--- config.mk ---
export PLATFORM = sky130hd
export DESIGN_NAME = aes256_key_rev_sched
export DESIGN_NICKNAME = d
export VERILOG_FILES = /design/src/rtl/aes256_key_rev_sched.sv
export SDC_FILE = /design/constraint.sdc
export NUM_CORES = 2
export LEC_CHECK = 0
export BUFFER_PORTS_ARGS = -buffer_cell sky130_fd_sc_hd__buf_4
export CELL_PAD_IN_SITES_DETAIL_PLACEMENT = 1
export CELL_PAD_IN_SITES_GLOBAL_PLACEMENT = 1
export CORE_MARGIN = 2
export CORE_UTILIZATION = 45
export DETAILED_ROUTE_END_ITERATION = 8
export GPL_TIMING_DRIVEN = 0
export HOLD_SLACK_MARGIN = 0.02
export PLACE_DENSITY = 0.78
export SLEW_MARGIN = 5
export SYNTH_ARGS = -nofsm -noshare
export SYNTH_HDL_FRONTEND = slang
export SYNTH_SLANG_ARGS = --single-unit
--- constraint.sdc ---
create_clock -name clk -period 23.4 [get_ports clk]
set_input_delay 2.34 -clock clk [delete_from_list [all_inputs] [get_ports clk]]
set_output_delay 2.34 -clock clk [all_outputs]
set_load 0.05 [all_outputs]
--- src/rtl/aes256_key_rev_sched.sv ---
// AES-256 key schedule emitting the 15 round keys in decryption order (14..0).
// A window of 8 schedule words walks forward to the end of the expansion and
// then steps backward one round key at a time, so no round-key RAM is needed.

// One AES S-box lookup, computed as GF(2^8) inverse (x^254) plus the affine map.
module aes256_key_rev_sched_sbox (
    input  logic [7:0] a_i,
    output logic [7:0] s_o
);
    function automatic logic [7:0] gf_mul(input logic [7:0] a, input logic [7:0] b);
        logic [7:0] p;
        logic [7:0] x;
        p = '0;
        x = a;
        for (int unsigned i = 0; i < 8; i++) begin
            if (b[i]) p = p ^ x;
            x = {x[6:0], 1'b0} ^ (x[7] ? 8'h1b : 8'h00);
        end
        return p;
    endfunction

    logic [7:0] x2, x3, x6, x7, x14, x15, x30, x31, x62, x63, x126, x127, inv;

    // Square-and-multiply chain to x^254 (inverse, with 0 mapping to 0), then affine transform
    always_comb begin
        x2   = gf_mul(a_i, a_i);
        x3   = gf_mul(x2, a_i);
        x6   = gf_mul(x3, x3);
        x7   = gf_mul(x6, a_i);
        x14  = gf_mul(x7, x7);
        x15  = gf_mul(x14, a_i);
        x30  = gf_mul(x15, x15);
        x31  = gf_mul(x30, a_i);
        x62  = gf_mul(x31, x31);
        x63  = gf_mul(x62, a_i);
        x126 = gf_mul(x63, x63);
        x127 = gf_mul(x126, a_i);
        inv  = gf_mul(x127, x127);
        s_o  = inv ^ {inv[6:0], inv[7]} ^ {inv[5:0], inv[7:6]}
                   ^ {inv[4:0], inv[7:5]} ^ {inv[3:0], inv[7:4]} ^ 8'h63;
    end
endmodule

module aes256_key_rev_sched #(
    parameter bit CLEAR_ON_DONE = 1'b1
) (
    input  logic         clk,
    input  logic         rst,
    input  logic         start,
    input  logic [255:0] key,
    output logic         rk_valid,
    input  logic         rk_ready,
    output logic [127:0] rk_data,
    output logic [3:0]   rk_idx,
    output logic         busy,
    output logic         done
);
    typedef enum logic [1:0] {IDLE, FWD, EMIT, EMIT0} state_t;

    state_t             state_q, state_d;
    logic [0:7][31:0]   win_q, win_d;
    logic [3:0]         k_q, k_d;
    logic               rk_valid_q, rk_valid_d;
    logic [127:0]       rk_data_q, rk_data_d;
    logic [3:0]         rk_idx_q, rk_idx_d;
    logic               busy_q, busy_d;
    logic               done_q, done_d;

    logic [31:0] sub_in, sub_out, t_word;
    logic [7:0]  rcon;
    logic        use_rot;
    logic        hs;
    logic [31:0] fw0, fw1, fw2, fw3;
    logic [31:0] bw0, bw1, bw2, bw3;

    // Forward step transforms W[7]; backward step transforms W[3]. The
    // RotWord+Rcon case applies when the word index is a multiple of 8, which
    // is k even going forward and k odd going backward; in both cases the
    // Rcon exponent works out to k/2.
    assign sub_in  = (state_q == FWD) ? win_q[7] : win_q[3];
    assign use_rot = (state_q == FWD) ^ k_q[0];
    assign rcon    = 8'h01 << k_q[3:1];

    for (genvar b = 0; b < 4; b++) begin : g_sbox
        aes256_key_rev_sched_sbox u_sbox (
            .a_i (sub_in[8*b +: 8]),
            .s_o (sub_out[8*b +: 8])
        );
    end

    assign t_word = use_rot ? ({sub_out[23:0], sub_out[31:24]} ^ {rcon, 24'h0}) : sub_out;

    assign fw0 = win_q[0] ^ t_word;
    assign fw1 = win_q[1] ^ fw0;
    assign fw2 = win_q[2] ^ fw1;
    assign fw3 = win_q[3] ^ fw2;

    assign bw3 = win_q[7] ^ win_q[6];
    assign bw2 = win_q[6] ^ win_q[5];
    assign bw1 = win_q[5] ^ win_q[4];
    assign bw0 = win_q[4] ^ t_word;

    assign hs = rk_valid_q & rk_ready;

    // Next-state, window movement and the output values they imply
    always_comb begin
        state_d = state_q;
        win_d   = win_q;
        k_d     = k_q;
        done_d  = 1'b0;
        case (state_q)
            IDLE: begin
                if (start) begin
                    win_d   = key;
                    k_d     = '0;
                    state_d = FWD;
                end
            end
            FWD: begin
                win_d = {win_q[4], win_q[5], win_q[6], win_q[7], fw0, fw1, fw2, fw3};
                k_d   = k_q + 4'd1;
                if (k_q == 4'd12) state_d = EMIT;
            end
            EMIT: begin
                if (hs) begin
                    if (k_q == 4'd0) begin
                        state_d = EMIT0;
                    end else begin
                        win_d = {bw0, bw1, bw2, bw3, win_q[0], win_q[1], win_q[2], win_q[3]};
                        k_d   = k_q - 4'd1;
                    end
                end
            end
            EMIT0: begin
                if (hs) begin
                    state_d = IDLE;
                    done_d  = 1'b1;
                    if (CLEAR_ON_DONE) win_d = '0;
                end
            end
            default: state_d = IDLE;
        endcase

        rk_valid_d = (state_d == EMIT) || (state_d == EMIT0);
        busy_d     = (state_d != IDLE);
        rk_idx_d   = (state_d == EMIT) ? k_d + 4'd1 : 4'd0;
        if (state_d == EMIT)
            rk_data_d = {win_d[4], win_d[5], win_d[6], win_d[7]};
        else if (state_d == EMIT0)
            rk_data_d = {win_d[0], win_d[1], win_d[2], win_d[3]};
        else
            rk_data_d = '0;
    end

    // State, window and registered outputs with synchronous reset
    always_ff @(posedge clk) begin
        if (rst) begin
            state_q    <= IDLE;
            win_q      <= '0;
            k_q        <= '0;
            rk_valid_q <= 1'b0;
            rk_data_q  <= '0;
            rk_idx_q   <= '0;
            busy_q     <= 1'b0;
            done_q     <= 1'b0;
        end else begin
            state_q    <= state_d;
            win_q      <= win_d;
            k_q        <= k_d;
            rk_valid_q <= rk_valid_d;
            rk_data_q  <= rk_data_d;
            rk_idx_q   <= rk_idx_d;
            busy_q     <= busy_d;
            done_q     <= done_d;
        end
    end

    assign rk_valid = rk_valid_q;
    assign rk_data  = rk_data_q;
    assign rk_idx   = rk_idx_q;
    assign busy     = busy_q;
    assign done     = done_q;
endmodule
==> metrics <==
area inside the core boundary=183,000 um2; status=complete, but fails checks; fin. max-slew vios=293; maximum frequency from static timing analysis=0.0400 GHz; initial core utilization=0.453; Die Width=434 um; count of yosys warnings during synthesis=0; row count=157; sequential fraction of the synthesis area=0.0957; number of synthesized register bits=397; register area=7960 um2; fraction of the cycle the final worst path needs=1.07; pin count of the biggest net entering global routing=15; CP max-delay cell=xor3_1; area of the mapped netlist=83,100 um2; final estimated routing congestion in global placement=1.09; CTS max path bufs=3; insertion delay to the later sink of the worst-skew pair=0.75 ns; post-synthesis cell type count=137; remaining design rule violation count=7; Yosys top cell area share=0.158; Most Frequent Cell on Critical Path=buf_4; top flip-flop cell by instance count after synthesis=dfxtp_1; fillcell total=21,000; share of post-route cells with drive strength above 1=0.256; HPWL after DPL=359 mm; vias after detailed routing=97,200; clock tree from TritonCTS=yes; via count of the first global-routing pass=90,900; number of nets produced by synthesis=10,400; vias per cell=7.08; startpoint class of the critical path=flop; instance area after placement=89,200 um2; violated checks=design-rule violations, max-capacitance violations, max-slew violations, negative setup slack; delay of the slowest cell on the worst path=0.60 ns; wire length of the first global-routing pass=687 mm; final setup vio count=231; critical path type=reg2reg; combined area of the multi-input logic cells=79,200 um2; shortest clock period the worst path allows after layout=24.98 ns; number of sinks driven by the clock tree=397; NumNets Final=11,500; Area growth syn-to-layout=27.0%; total clock buffers created by CTS=51; worst rel slew slack=-0.155; Layout Skew=0.0604 ns; Critical Path Sink Type=flop; Ports=395; overall die area=188,000 um2; Crit path arrival time=25.44 ns; max-cap violations=30; setup slack of the critical path after layout=-1.58 ns; cell at the root of the clock tree=clkbuf_16; Tightest Hold Check Type=reg2reg; Req. time, crit path=23.86 ns; critical path peak fanout=10; top area cells in the synthesized netlist=xnor2_1, xnor3_1, dfxtp_1; DRC violation total after the first TritonRoute iteration=14,600; total routing usage reported by global routing=0.506; number of buffers inserted by port buffering=392; Cells after Synth=10,100; CTS HTree Levels=2; fraction of registers with async set/reset=0; first-pass iteration count of the detailed router=9; transition time at the pin with the least slew margin=1.73 ns; mean instance size in the synthesized netlist=8.24 um2; RSZ-0062 raised after global routing=yes; grt ovf=0; area of all placed cells without fillers=106,000 um2; Post-synth EDFFs=0; cell taking the most area after synthesis=xnor2_1; register clock-pin slew on the reported worst setup and hold paths=0.07 ns; Die Ht=434 um; Antenna Violating Nets Remaining=0; mean routed wirelength per cell=38.7 um; count of endpoints failing hold in the final timing report=0; total routed wirelength=532 mm; antenna violations before repair=51
per-layer routing:
layer	up-vias	global-route usage	share of wire
met5	-	0	0.00042
met4	36	0.412	0.11
met3	2988	0.148	0.12
met2	8247	0.760	0.42
met1	47900	0.597	0.35
li1	38000	-	-
cell families after synthesis:
family	count (synthesis)	share of synthesized area
adder cells (fa/ha/maj)	28	0.00422
buffers and inverters	974	0.0501
multiplexers	608	0.0769
XOR/XNOR	2939	0.427
AND/OR/NAND/NOR	2828	0.152
AO/OA/AOI/OAI	2305	0.195
flip-flops	397	0.0957
worst max-delay path, delay by kind of cell (launching register included):
kind                       cells  cell delay (ns)
DFF                            1             0.45
buffers and inverters         18             3.35
and+or+nand+nor               11             2.22
AOI/OAI and AO/OA             14             3.45
muxes                          3             0.55
xor gates and xnor gates      40            13.82
adders and majority gates      3             0.84
repair_timing:
item,4_1_cts,5_1_grt
gates cloned,1,2
setup buffers,301,383
resized for setup,964,691
endpoints found under the setup margin,288,288
hold buffers,0,0
pin swaps,240,298
synthesized netlist by cell type, drive strengths merged (47+ instances only):
cell    instances
o21ai         435
xnor2        1646
a22o           65
xnor3         485
clkbuf        563
o221ai         47
o211ai         56
o22ai         119
a31oi          59
a221oi        181
a21oi         526
a222oi        112
and2           98
inv           118
nand2b        119
a211oi        224
xor3           80
nand3         164
nand2         829
mux2           75
buf           287
xor2          728
nor3          161
mux2i         532
nor2         1152
dfxtp         397
a22oi          86
and3           51
final cells by class:
| cell class | count | share of cell area |
|---|---|---|
| multi-input cells | 8710 | 0.750 |
| repair buffers | 1082 | 0.0815 |
| flip-flops and latches | 397 | 0.0754 |
| plain buffers | 829 | 0.0407 |
| well taps | 2464 | 0.0292 |
| clock buffers | 62 | 0.0132 |
| inverters | 124 | 0.00462 |
| clock inverters | 33 | 0.00416 |
| diodes | 32 | 0.000759 |
layout by cell type, fill, tap and decap left out, drive strengths merged, types with 75 or more instances in the layout:
cell       n
inv      121
xor2     728
xnor2   1646
nand2    829
clkbuf   611
buf     1362
nand3    164
nor2    1152
o21ai    435
a21oi    526
nand2b   119
dfxtp    397
and2      98
a211oi   224
nor3     161
o22ai    119
mux2      75
mux2i    532
a22oi     86
a222oi   112
xnor3    487
xor3      80
a221oi   181
path summary, 6_finish.rpt:
check | start | end | slack, ns | depth (start not counted)
worst max-delay path | win_q[143]$_SDFF_PP0_ | rk_data[49]$_SDFF_PP0_ | -1.58 | 89
worst max register to register | win_q[143]$_SDFF_PP0_ | rk_data[49]$_SDFF_PP0_ | -1.58 | 89
worst min register to register | win_q[209]$_SDFF_PP0_ | win_q[209]$_SDFF_PP0_ | 0.64 | 2
worst min-delay path | win_q[209]$_SDFF_PP0_ | win_q[209]$_SDFF_PP0_ | 0.64 | 2
metrics by stage:
step / hold WS (ns) / utilization / TNS (ns) / std cells / setup WS, ns
2_1_floorplan: 0.518 / - / 0 / 10100 / 0.000403
3_3_place_gp: 0.580 / 0.486 / -1706.42 / 12900 / -7.67
6_report: 0.636 / 0.576 / -171.60 / 13700 / -1.58
3_5_place_dp: 0.597 / 0.487 / -1805.54 / 12900 / -7.95
5_1_grt: 0.675 / 0.575 / -257.44 / 13700 / -1.66
4_1_cts: 0.611 / 0.539 / -0.0000444 / 13300 / -0.0000444
sequential cells by signal, summed over array words and instances (netlist names):
signal / flops
rk_idx: 4
k_q: 4
done: 1
win_q: 256
rk_valid: 1
rk_data: 128
busy: 1
state_q: 2
Power is left out: the tool's default activity adds up to more than one toggle a clock period on the data nets, which glitch-free logic cannot reach.
